**src/rtl/proc_pkg.sv**
```systemverilog
// Shared definitions for the instruction feeder: word width, opcode and
// class encodings, the feeder state type and the instruction legality check.
package proc_pkg;

   localparam int INST_W = 10;

   // Opcodes carried in [3:0] of class-00 instructions.
   localparam logic [3:0] LOAD  = 4'd0;
   localparam logic [3:0] STORE = 4'd1;
   localparam logic [3:0] MOV   = 4'd2;
   localparam logic [3:0] CP    = 4'd3;
   localparam logic [3:0] ADD   = 4'd4;
   localparam logic [3:0] SUB   = 4'd5;
   localparam logic [3:0] ANDR  = 4'd6;
   localparam logic [3:0] ORR   = 4'd7;
   localparam logic [3:0] XORR  = 4'd8;
   localparam logic [3:0] NOTR  = 4'd9;
   localparam logic [3:0] ADDI  = 4'd10;
   localparam logic [3:0] SUBI  = 4'd11;

   // Instruction class in [9:8]; 2'b01 is unassigned.
   localparam logic [1:0] CLS_ALU = 2'b00;
   localparam logic [1:0] CLS_MEM = 2'b10;
   localparam logic [1:0] CLS_IMM = 2'b11;

   typedef enum logic [1:0] {
      IDLE  = 2'd0,
      FETCH = 2'd1,
      EXEC  = 2'd2
   } state_t;

   // A word is executable when its class is assigned and, for the
   // register class, its opcode lies within LOAD..SUBI.
   function automatic logic is_legal(input logic [INST_W-1:0] w);
      logic ok;
      ok = 1'b0;
      case (w[9:8])
         CLS_ALU: ok = (w[3:0] <= SUBI);
         CLS_MEM: ok = 1'b1;
         CLS_IMM: ok = 1'b1;
         default: ok = 1'b0;
      endcase
      return ok;
   endfunction

endpackage

```
**src/rtl/instr_feeder_if.sv**
```systemverilog
// Host/controller-facing signal bundle of the instruction feeder.
interface instr_feeder_if;
   import proc_pkg::*;

   logic              wr_en;
   logic [INST_W-1:0] wr_data;
   logic              IRin;
   logic              Clr;
   logic [INST_W-1:0] DATA;
   logic [1:0]        T;
   logic              full;
   logic              empty;
   logic              ovf;
   logic              illegal;
   logic              timeout;

   // Host and controller side: drives pushes and control strobes.
   modport master (
      output wr_en, wr_data, IRin, Clr,
      input  DATA, T, full, empty, ovf, illegal, timeout
   );

   // Feeder side.
   modport slave (
      input  wr_en, wr_data, IRin, Clr,
      output DATA, T, full, empty, ovf, illegal, timeout
   );

endinterface

```
**src/rtl/instr_fifo.sv**
```systemverilog
// Instruction FIFO: registered head (no fall-through), power-of-two depth,
// simultaneous push and pop allowed even when full.
module instr_fifo
   import proc_pkg::*;
#(
   parameter int DEPTH = 8
) (
   input  logic              clk,
   input  logic              rst,
   input  logic              push,
   input  logic              pop,
   input  logic [INST_W-1:0] wr_data,
   output logic [INST_W-1:0] head,
   output logic              full,
   output logic              empty,
   output logic              last,
   output logic              drop
);

   localparam int AW = $clog2(DEPTH);
   localparam int CW = AW + 1;
   localparam logic [CW-1:0] FULL_CNT = CW'(DEPTH);
   localparam logic [CW-1:0] ONE_CNT  = CW'(1);

   logic [INST_W-1:0] mem [DEPTH];
   logic [AW-1:0]     wr_ptr;
   logic [AW-1:0]     rd_ptr;
   logic [CW-1:0]     count;
   logic              do_push;
   logic              do_pop;

   assign empty   = (count == '0);
   assign full    = (count == FULL_CNT);
   assign last    = (count == ONE_CNT);
   assign do_pop  = pop && !empty;
   assign do_push = push && (!full || do_pop);
   assign drop    = push && !do_push;
   assign head    = mem[rd_ptr];

   // Storage write; contents need no reset since occupancy gates visibility.
   always_ff @(posedge clk) begin
      if (do_push) mem[wr_ptr] <= wr_data;
   end

   // Pointers wrap naturally at the power-of-two depth; occupancy tracks both.
   always_ff @(posedge clk or posedge rst) begin
      if (rst) begin
         wr_ptr <= '0;
         rd_ptr <= '0;
         count  <= '0;
      end else begin
         if (do_push) wr_ptr <= wr_ptr + 1'b1;
         if (do_pop)  rd_ptr <= rd_ptr + 1'b1;
         case ({do_push, do_pop})
            2'b10:   count <= count + 1'b1;
            2'b01:   count <= count - 1'b1;
            default: count <= count;
         endcase
      end
   end

endmodule

```
**src/rtl/instr_feeder.sv**
```systemverilog
// Instruction feeder: queues host words and presents them to the controller,
// sequencing the timestep T through fetch and a 1..3 execute window.
module instr_feeder
   import proc_pkg::*;
#(
   parameter int DEPTH = 8
) (
   input  logic          clk,
   input  logic          rst,
   instr_feeder_if.slave bus
);

   state_t            state;
   state_t            state_nxt;
   logic [1:0]        t;
   logic [1:0]        t_nxt;
   logic [INST_W-1:0] ir;
   logic [INST_W-1:0] head;
   logic              fifo_full;
   logic              fifo_empty;
   logic              fifo_last;
   logic              fifo_drop;
   logic              pop;
   logic              ir_load;
   logic              illegal_nxt;
   logic              timeout_nxt;
   logic              ovf_q;
   logic              illegal_q;
   logic              timeout_q;

   instr_fifo #(.DEPTH(DEPTH)) u_fifo (
      .clk     (clk),
      .rst     (rst),
      .push    (bus.wr_en),
      .pop     (pop),
      .wr_data (bus.wr_data),
      .head    (head),
      .full    (fifo_full),
      .empty   (fifo_empty),
      .last    (fifo_last),
      .drop    (fifo_drop)
   );

   // Control state, timestep and status pulses.
   always_ff @(posedge clk or posedge rst) begin
      if (rst) begin
         state     <= IDLE;
         t         <= 2'd0;
         ovf_q     <= 1'b0;
         illegal_q <= 1'b0;
         timeout_q <= 1'b0;
      end else begin
         state     <= state_nxt;
         t         <= t_nxt;
         ovf_q     <= fifo_drop;
         illegal_q <= illegal_nxt;
         timeout_q <= timeout_nxt;
      end
   end

   // Instruction register; only observed in EXEC, so it carries no reset.
   always_ff @(posedge clk) begin
      if (ir_load) ir <= head;
   end

   // Next-state, timestep and pop decisions.
   always_comb begin
      state_nxt   = state;
      t_nxt       = t;
      pop         = 1'b0;
      ir_load     = 1'b0;
      illegal_nxt = 1'b0;
      timeout_nxt = 1'b0;
      case (state)
         IDLE: begin
            if (!fifo_empty) state_nxt = FETCH;
         end
         FETCH: begin
            if (bus.IRin) begin
               pop = 1'b1;
               if (is_legal(head)) begin
                  ir_load   = 1'b1;
                  t_nxt     = 2'd1;
                  state_nxt = EXEC;
               end else begin
                  // Bad word is dropped; stay fetching if anything remains.
                  illegal_nxt = 1'b1;
                  if (fifo_last && !bus.wr_en) state_nxt = IDLE;
               end
            end
         end
         EXEC: begin
            if (bus.Clr || (t == 2'd3)) begin
               t_nxt       = 2'd0;
               timeout_nxt = !bus.Clr;
               state_nxt   = fifo_empty ? IDLE : FETCH;
            end else begin
               t_nxt = t + 2'd1;
            end
         end
         default: begin
            state_nxt = IDLE;
            t_nxt     = 2'd0;
         end
      endcase
   end

   assign bus.DATA    = (state == EXEC) ? ir : (fifo_empty ? '0 : head);
   assign bus.T       = t;
   assign bus.full    = fifo_full;
   assign bus.empty   = fifo_empty;
   assign bus.ovf     = ovf_q;
   assign bus.illegal = illegal_q;
   assign bus.timeout = timeout_q;

endmodule

```
**src/flat_wrapper.sv**
```systemverilog
// flat-port wrapper written by rule: the top's interface ports become plain ports
module instr_feeder_flat import proc_pkg::*;
#(
   parameter int DEPTH = 8
)
  (clk, rst, bus_wr_en, bus_wr_data, bus_IRin, bus_Clr, bus_DATA, bus_T, bus_full, bus_empty, bus_ovf, bus_illegal, bus_timeout);
  instr_feeder_if bus_i ();
  input  logic clk;
  input  logic rst;
  input wire logic [$bits(bus_i.wr_en)-1:0] bus_wr_en;
  input wire logic [$bits(bus_i.wr_data)-1:0] bus_wr_data;
  input wire logic [$bits(bus_i.IRin)-1:0] bus_IRin;
  input wire logic [$bits(bus_i.Clr)-1:0] bus_Clr;
  output wire logic [$bits(bus_i.DATA)-1:0] bus_DATA;
  output wire logic [$bits(bus_i.T)-1:0] bus_T;
  output wire logic [$bits(bus_i.full)-1:0] bus_full;
  output wire logic [$bits(bus_i.empty)-1:0] bus_empty;
  output wire logic [$bits(bus_i.ovf)-1:0] bus_ovf;
  output wire logic [$bits(bus_i.illegal)-1:0] bus_illegal;
  output wire logic [$bits(bus_i.timeout)-1:0] bus_timeout;
  assign bus_i.wr_en = bus_wr_en;
  assign bus_i.wr_data = bus_wr_data;
  assign bus_i.IRin = bus_IRin;
  assign bus_i.Clr = bus_Clr;
  assign bus_DATA = bus_i.DATA;
  assign bus_T = bus_i.T;
  assign bus_full = bus_i.full;
  assign bus_empty = bus_i.empty;
  assign bus_ovf = bus_i.ovf;
  assign bus_illegal = bus_i.illegal;
  assign bus_timeout = bus_i.timeout;
  instr_feeder #(.DEPTH(DEPTH)) u_core (.clk(clk), .rst(rst), .bus(bus_i));
endmodule
```
**config.mk**
```make
export PLATFORM = sky130hd
export DESIGN_NAME = instr_feeder_flat
export DESIGN_NICKNAME = d
export VERILOG_FILES = /design/src/rtl/proc_pkg.sv /design/src/rtl/instr_feeder_if.sv /design/src/rtl/instr_fifo.sv /design/src/rtl/instr_feeder.sv /design/src/flat_wrapper.sv
export SDC_FILE = /design/constraint.sdc
export NUM_CORES = 1
export LEC_CHECK = 0
export ABC_CLOCK_PERIOD_IN_PS = 2900
export BUFFER_PORTS_ARGS = -buffer_cell sky130_fd_sc_hd__buf_4
export CORE_UTILIZATION = 55
export DETAILED_ROUTE_END_ITERATION = 12
export MAX_ROUTING_LAYER = met4
export PLACE_DENSITY = 0.77
export SYNTH_ARGS = -nofsm -noshare
export SYNTH_HDL_FRONTEND = slang
export SYNTH_HIERARCHICAL = 1
export SYNTH_SLANG_ARGS = --single-unit
```
**constraint.sdc**
```tcl
create_clock -name clk -period 2.9 [get_ports clk]
set_input_delay 0.58 -clock clk [delete_from_list [all_inputs] [get_ports clk]]
set_output_delay 0.58 -clock clk [all_outputs]
set_load 0.05 [all_outputs]
```
==> results.yml <==
outcome:
  status: "completed"
hold_path:
  worst_hold_path_type: "primary input to async pin"
sta:
  maxClockFrequency_mhz: 353.5
  clock-skew-final_ns: 0.009016
  fin_tns_setup_ns: 0
  final_number_of_hold_violating_endpoints: 0
  maxSlewViolCount: 0
  grt_setup_unrepaired: "false"
  timing.slew.headroom_pct: 60.96
  setup_viol_count_final: 0
  period_needed_ns: 2.829
  fin_crit_sh_pct: 97.54
  actual_slew_at_the_worst_max_slew_pin_ns: 0.5856
  worst_hold_slack_ns: 0.1402
power:
  max-vdd-ir-drop_mv: 0.4388
  share_seq_of_total_power_pct: 40.1
  clockPowerShare_pct: 17.3
  p_per_area_nw_per_um2: 1075
  fraction_of_power_consumed_by_combinational_cells_pct: 42.6
  internal-power_w: 0.003548
  sw_frac_of_total_pct: 37.79
  power.net_switching_w: 0.002155
  leakagePower_nw: 2.015
worst_setup_path:
  worst-path-max-fanout: 11
  worst_ep_arrival_ns: 2.25
  worst-path-stages: 5
  slowest_stage_cell_crit_path: "sky130_fd_sc_hd__mux4_1"
  worstReg2RegEnd: "u_core/bus.T[1]$_DFFE_PP0P_"
  worstSetupPathType: "flop to primary output"
  cp-startpoint: "u_core/u_fifo/rd_ptr[0]$_DFFE_PP0P_"
  critPathBufInv: 2
  worst_setup_path_endpoint: "bus_DATA[8]"
  required_ns: 2.32
  worst_setup_path_start_kind: "flop"
  largest_stage_delay_on_the_critical_path_ns: 0.55
  r2r_setup_slack_ns: 0.38
  worst_flop_to_flop_path_startpoint: "u_core/u_fifo/rd_ptr[0]$_DFFE_PP0P_"
  top_cell_family_by_delay_on_the_critical_path: "multiplexers"
  r2r_cells: 7
  worst_setup_path_end_kind: "primary output"
  timing.critical_path.cells: "clkbuf_16 > mux4_1 > mux2_2 > a22o_1 > buf_4"
routing:
  detail_route.wirelength_um: 7945
  detail_route.vias_per_cell: 5.668
  drt_drc_violations_left: 0
  initialDrtViolationCount: 113
  detail-route-antenna-nets: 0
  detailedRoute.firstPassIterationCount: 4
  drt-wirelength-per-cell_um: 18.83
  dr_total_vias: 2392
clock_network:
  cts_buffers: 9
  postCtsHoldBufs: 0
  clkSlewWorstSetupHoldPaths_ns: 0.10
  post_cts.repair.setup_buffers: 0
  library_cell_used_as_clock_root_buffer: "sky130_fd_sc_hd__clkbuf_8"
  clkSinkCount: 107
  htree_levels: 3
  clk_path_buf_depth: 2
  tritoncts: "done"
  clock_insertion_delay_worst_skew_ns: 0.36
yosys:
  ys_seq_area_share_pct: 67.59
  synth_top_cells_by_count: "sky130_fd_sc_hd__edfxtp_1 (90), sky130_fd_sc_hd__mux4_1 (20), sky130_fd_sc_hd__dfrtp_1 (17)"
  synth.net_count: 292
  synth_top_cell_area_share_pct: 58.39
  syn_avg_cell_area_um2: 17.33
  synth_edf_count: 90
  synth_most_common_cell: "sky130_fd_sc_hd__edfxtp_1"
  asyncSetResetFlopFracSynth_pct: 15.89
  synth.top_cells.by_area: "sky130_fd_sc_hd__edfxtp_1 (58%), sky130_fd_sc_hd__mux4_1 (11%), sky130_fd_sc_hd__dfrtp_1 (9.2%), sky130_fd_sc_hd__mux2_2 (3.2%), sky130_fd_sc_hd__ha_1 (2.7%)"
  synth_seq_cells: 107
  top_flip_flop_cell_by_instance_count_after_synthesis: "sky130_fd_sc_hd__edfxtp_1"
  synth_area_leader_cell: "sky130_fd_sc_hd__edfxtp_1"
  syn_area_um2: 4628
  post_synth_num_cell_types: 40
  yosysWarnings: 6
  post_synth_inst_count: 267
place:
  hpwlAfterDp_um: 4947
  placement.io_buffers: 31
  place.detailed.instances: 405
  routabilityCongestion: 0.8389
cells_and_area:
  stdcell_count: 422
  finalNetCount: 337
  n_antenna_cell: 0
  growth_of_design_area_from_synthesis_to_finish_pct: 14.63
  fin_util_pct: 64.89
  final_layout_size_suffix_gt1_share_pct: 24.29
floorplan:
  io-pin-count: 32
  die_area_um2: 8785
  die_w_um: 93.73
  fp-row-count: 33
  placeableCoreArea_um2: 8175
  fp.dieH_um: 93.73
  starting_density_of_the_core_pct: 56.61
global_route:
  grt_pass1_vias: 2354
  grt.total_usage_pct: 20.32
  grt_first_pass_wirelength_um: 12350
  grt.overflow.total: 0
  initial_antenna_violation_count: 0
  grt_start_max_net_pins: 23
flow_run:
  cap_viol_max_count: 0
[cell families (layout without fill, tap and decap cells)]
kind of cell	count (synthesis)	after routing	synth area share, %
AO/OA/AOI/OAI	33	33	5.191
XOR/XNOR	6	6	1.136
adder cells (fa/ha/maj)	10	10	2.703
buffers and inverters	19	69	1.920
flip-flops	107	107	67.59
multiplexers	35	35	14.95
AND/OR/NAND/NOR	57	57	6.515
[through the flow]
stage | setup slack [ns] | area [µm²] | total power [W]
after CTS | 0.04810 | 5271 | 0.005680
final | 0.07120 | 5305 | 0.005703
after detailed placement | 0.1832 | 5039 | 0.004682
after global routing | 0.002105 | 5305 | 0.005998
after global placement | 0.2561 | 5039 | 0.004623
after floorplan | 0.1910 | 4631 | 0.004022
[flip-flops by register name (all words and copies together), names as in the netlist]
register and count:
u_core/u_fifo/mem 80, u_core/ir 10, u_core/u_fifo/count 4, u_core/u_fifo/rd_ptr 3, u_core/u_fifo/wr_ptr 3, u_core/bus.T 2
u_core/state 2, u_core/bus.illegal 1, u_core/bus.ovf 1, u_core/bus.timeout 1
[cells in the final DEF (no fill, tap or decap), types with 3 or more instances in the layout]
| master | instances |
|---|---|
| sky130_fd_sc_hd__edfxtp_1 | 90 |
| sky130_fd_sc_hd__buf_4 | 41 |
| sky130_fd_sc_hd__mux4_1 | 20 |
| sky130_fd_sc_hd__dfrtp_1 | 15 |
| sky130_fd_sc_hd__nor2_1 | 13 |
| sky130_fd_sc_hd__mux2_2 | 13 |
| sky130_fd_sc_hd__nand2_1 | 12 |
| sky130_fd_sc_hd__a22o_1 | 11 |
| sky130_fd_sc_hd__inv_1 | 10 |
| sky130_fd_sc_hd__ha_1 | 10 |
| sky130_fd_sc_hd__clkbuf_8 | 9 |
| sky130_fd_sc_hd__nand2b_1 | 6 |
| sky130_fd_sc_hd__nor2b_1 | 5 |
| sky130_fd_sc_hd__a21oi_1 | 4 |
| sky130_fd_sc_hd__o21ai_0 | 4 |
| sky130_fd_sc_hd__and2_1 | 3 |
| sky130_fd_sc_hd__nor3_1 | 3 |
| sky130_fd_sc_hd__nand3_1 | 3 |
| sky130_fd_sc_hd__xnor2_1 | 3 |
| sky130_fd_sc_hd__xor2_1 | 3 |
[worst min path at each step]
stage,from,end,slack (ns)
after floorplan,rst,u_core/bus.T[0]$_DFFE_PP0P_,0.38
after global placement,u_core/u_fifo/wr_ptr[0]$_DFFE_PP0P_,u_core/u_fifo/wr_ptr[0]$_DFFE_PP0P_,0.51
after detailed placement,u_core/u_fifo/wr_ptr[0]$_DFFE_PP0P_,u_core/u_fifo/wr_ptr[0]$_DFFE_PP0P_,0.52
after CTS,rst,u_core/state[1]$_DFFE_PP0P_,0.14
after global routing,rst,u_core/bus.timeout$_DFF_PP0_,0.15
final,rst,u_core/bus.illegal$_DFF_PP0_,0.14
[power groups by stage]
stage	sequential [W]	clock [W]	combinational, W
2_1_floorplan	0.00221	0	0.00182
3_3_place_gp	0.00229	0	0.00233
3_5_place_dp	0.00231	0	0.00237
4_1_cts	0.00228	0.00101	0.00239
5_1_grt	0.00233	0.00107	0.00259
6_report	0.00229	0.000988	0.00243
[layer usage]
metal / track usage (%) / up-vias / routed length, µm
met5: - / - / 0
met4: 6.538 / 0 / 63
met3: 4.693 / 5 / 300
met2: 33.09 / 55 / 3914
met1: 25.50 / 1182 / 3667
li1: - / 1150 / -
[what timing repair did]
action	CTS	global route
endpoints found under the setup margin	10	9
gates resized for setup	3	3
gates cloned	0	1
pin swaps	0	0
[cell type report]
class,count,area (µm²)
sequential,107,3131
fill,582,2870
multi-input combinational,141,1429
timing repair buffer,43,352.8
tap,105,131.4
clock buffer,9,123.9
clock inverter,7,100.1
inverter,10,37.54
No activity file was read; power rests on OpenSTA's default activity.
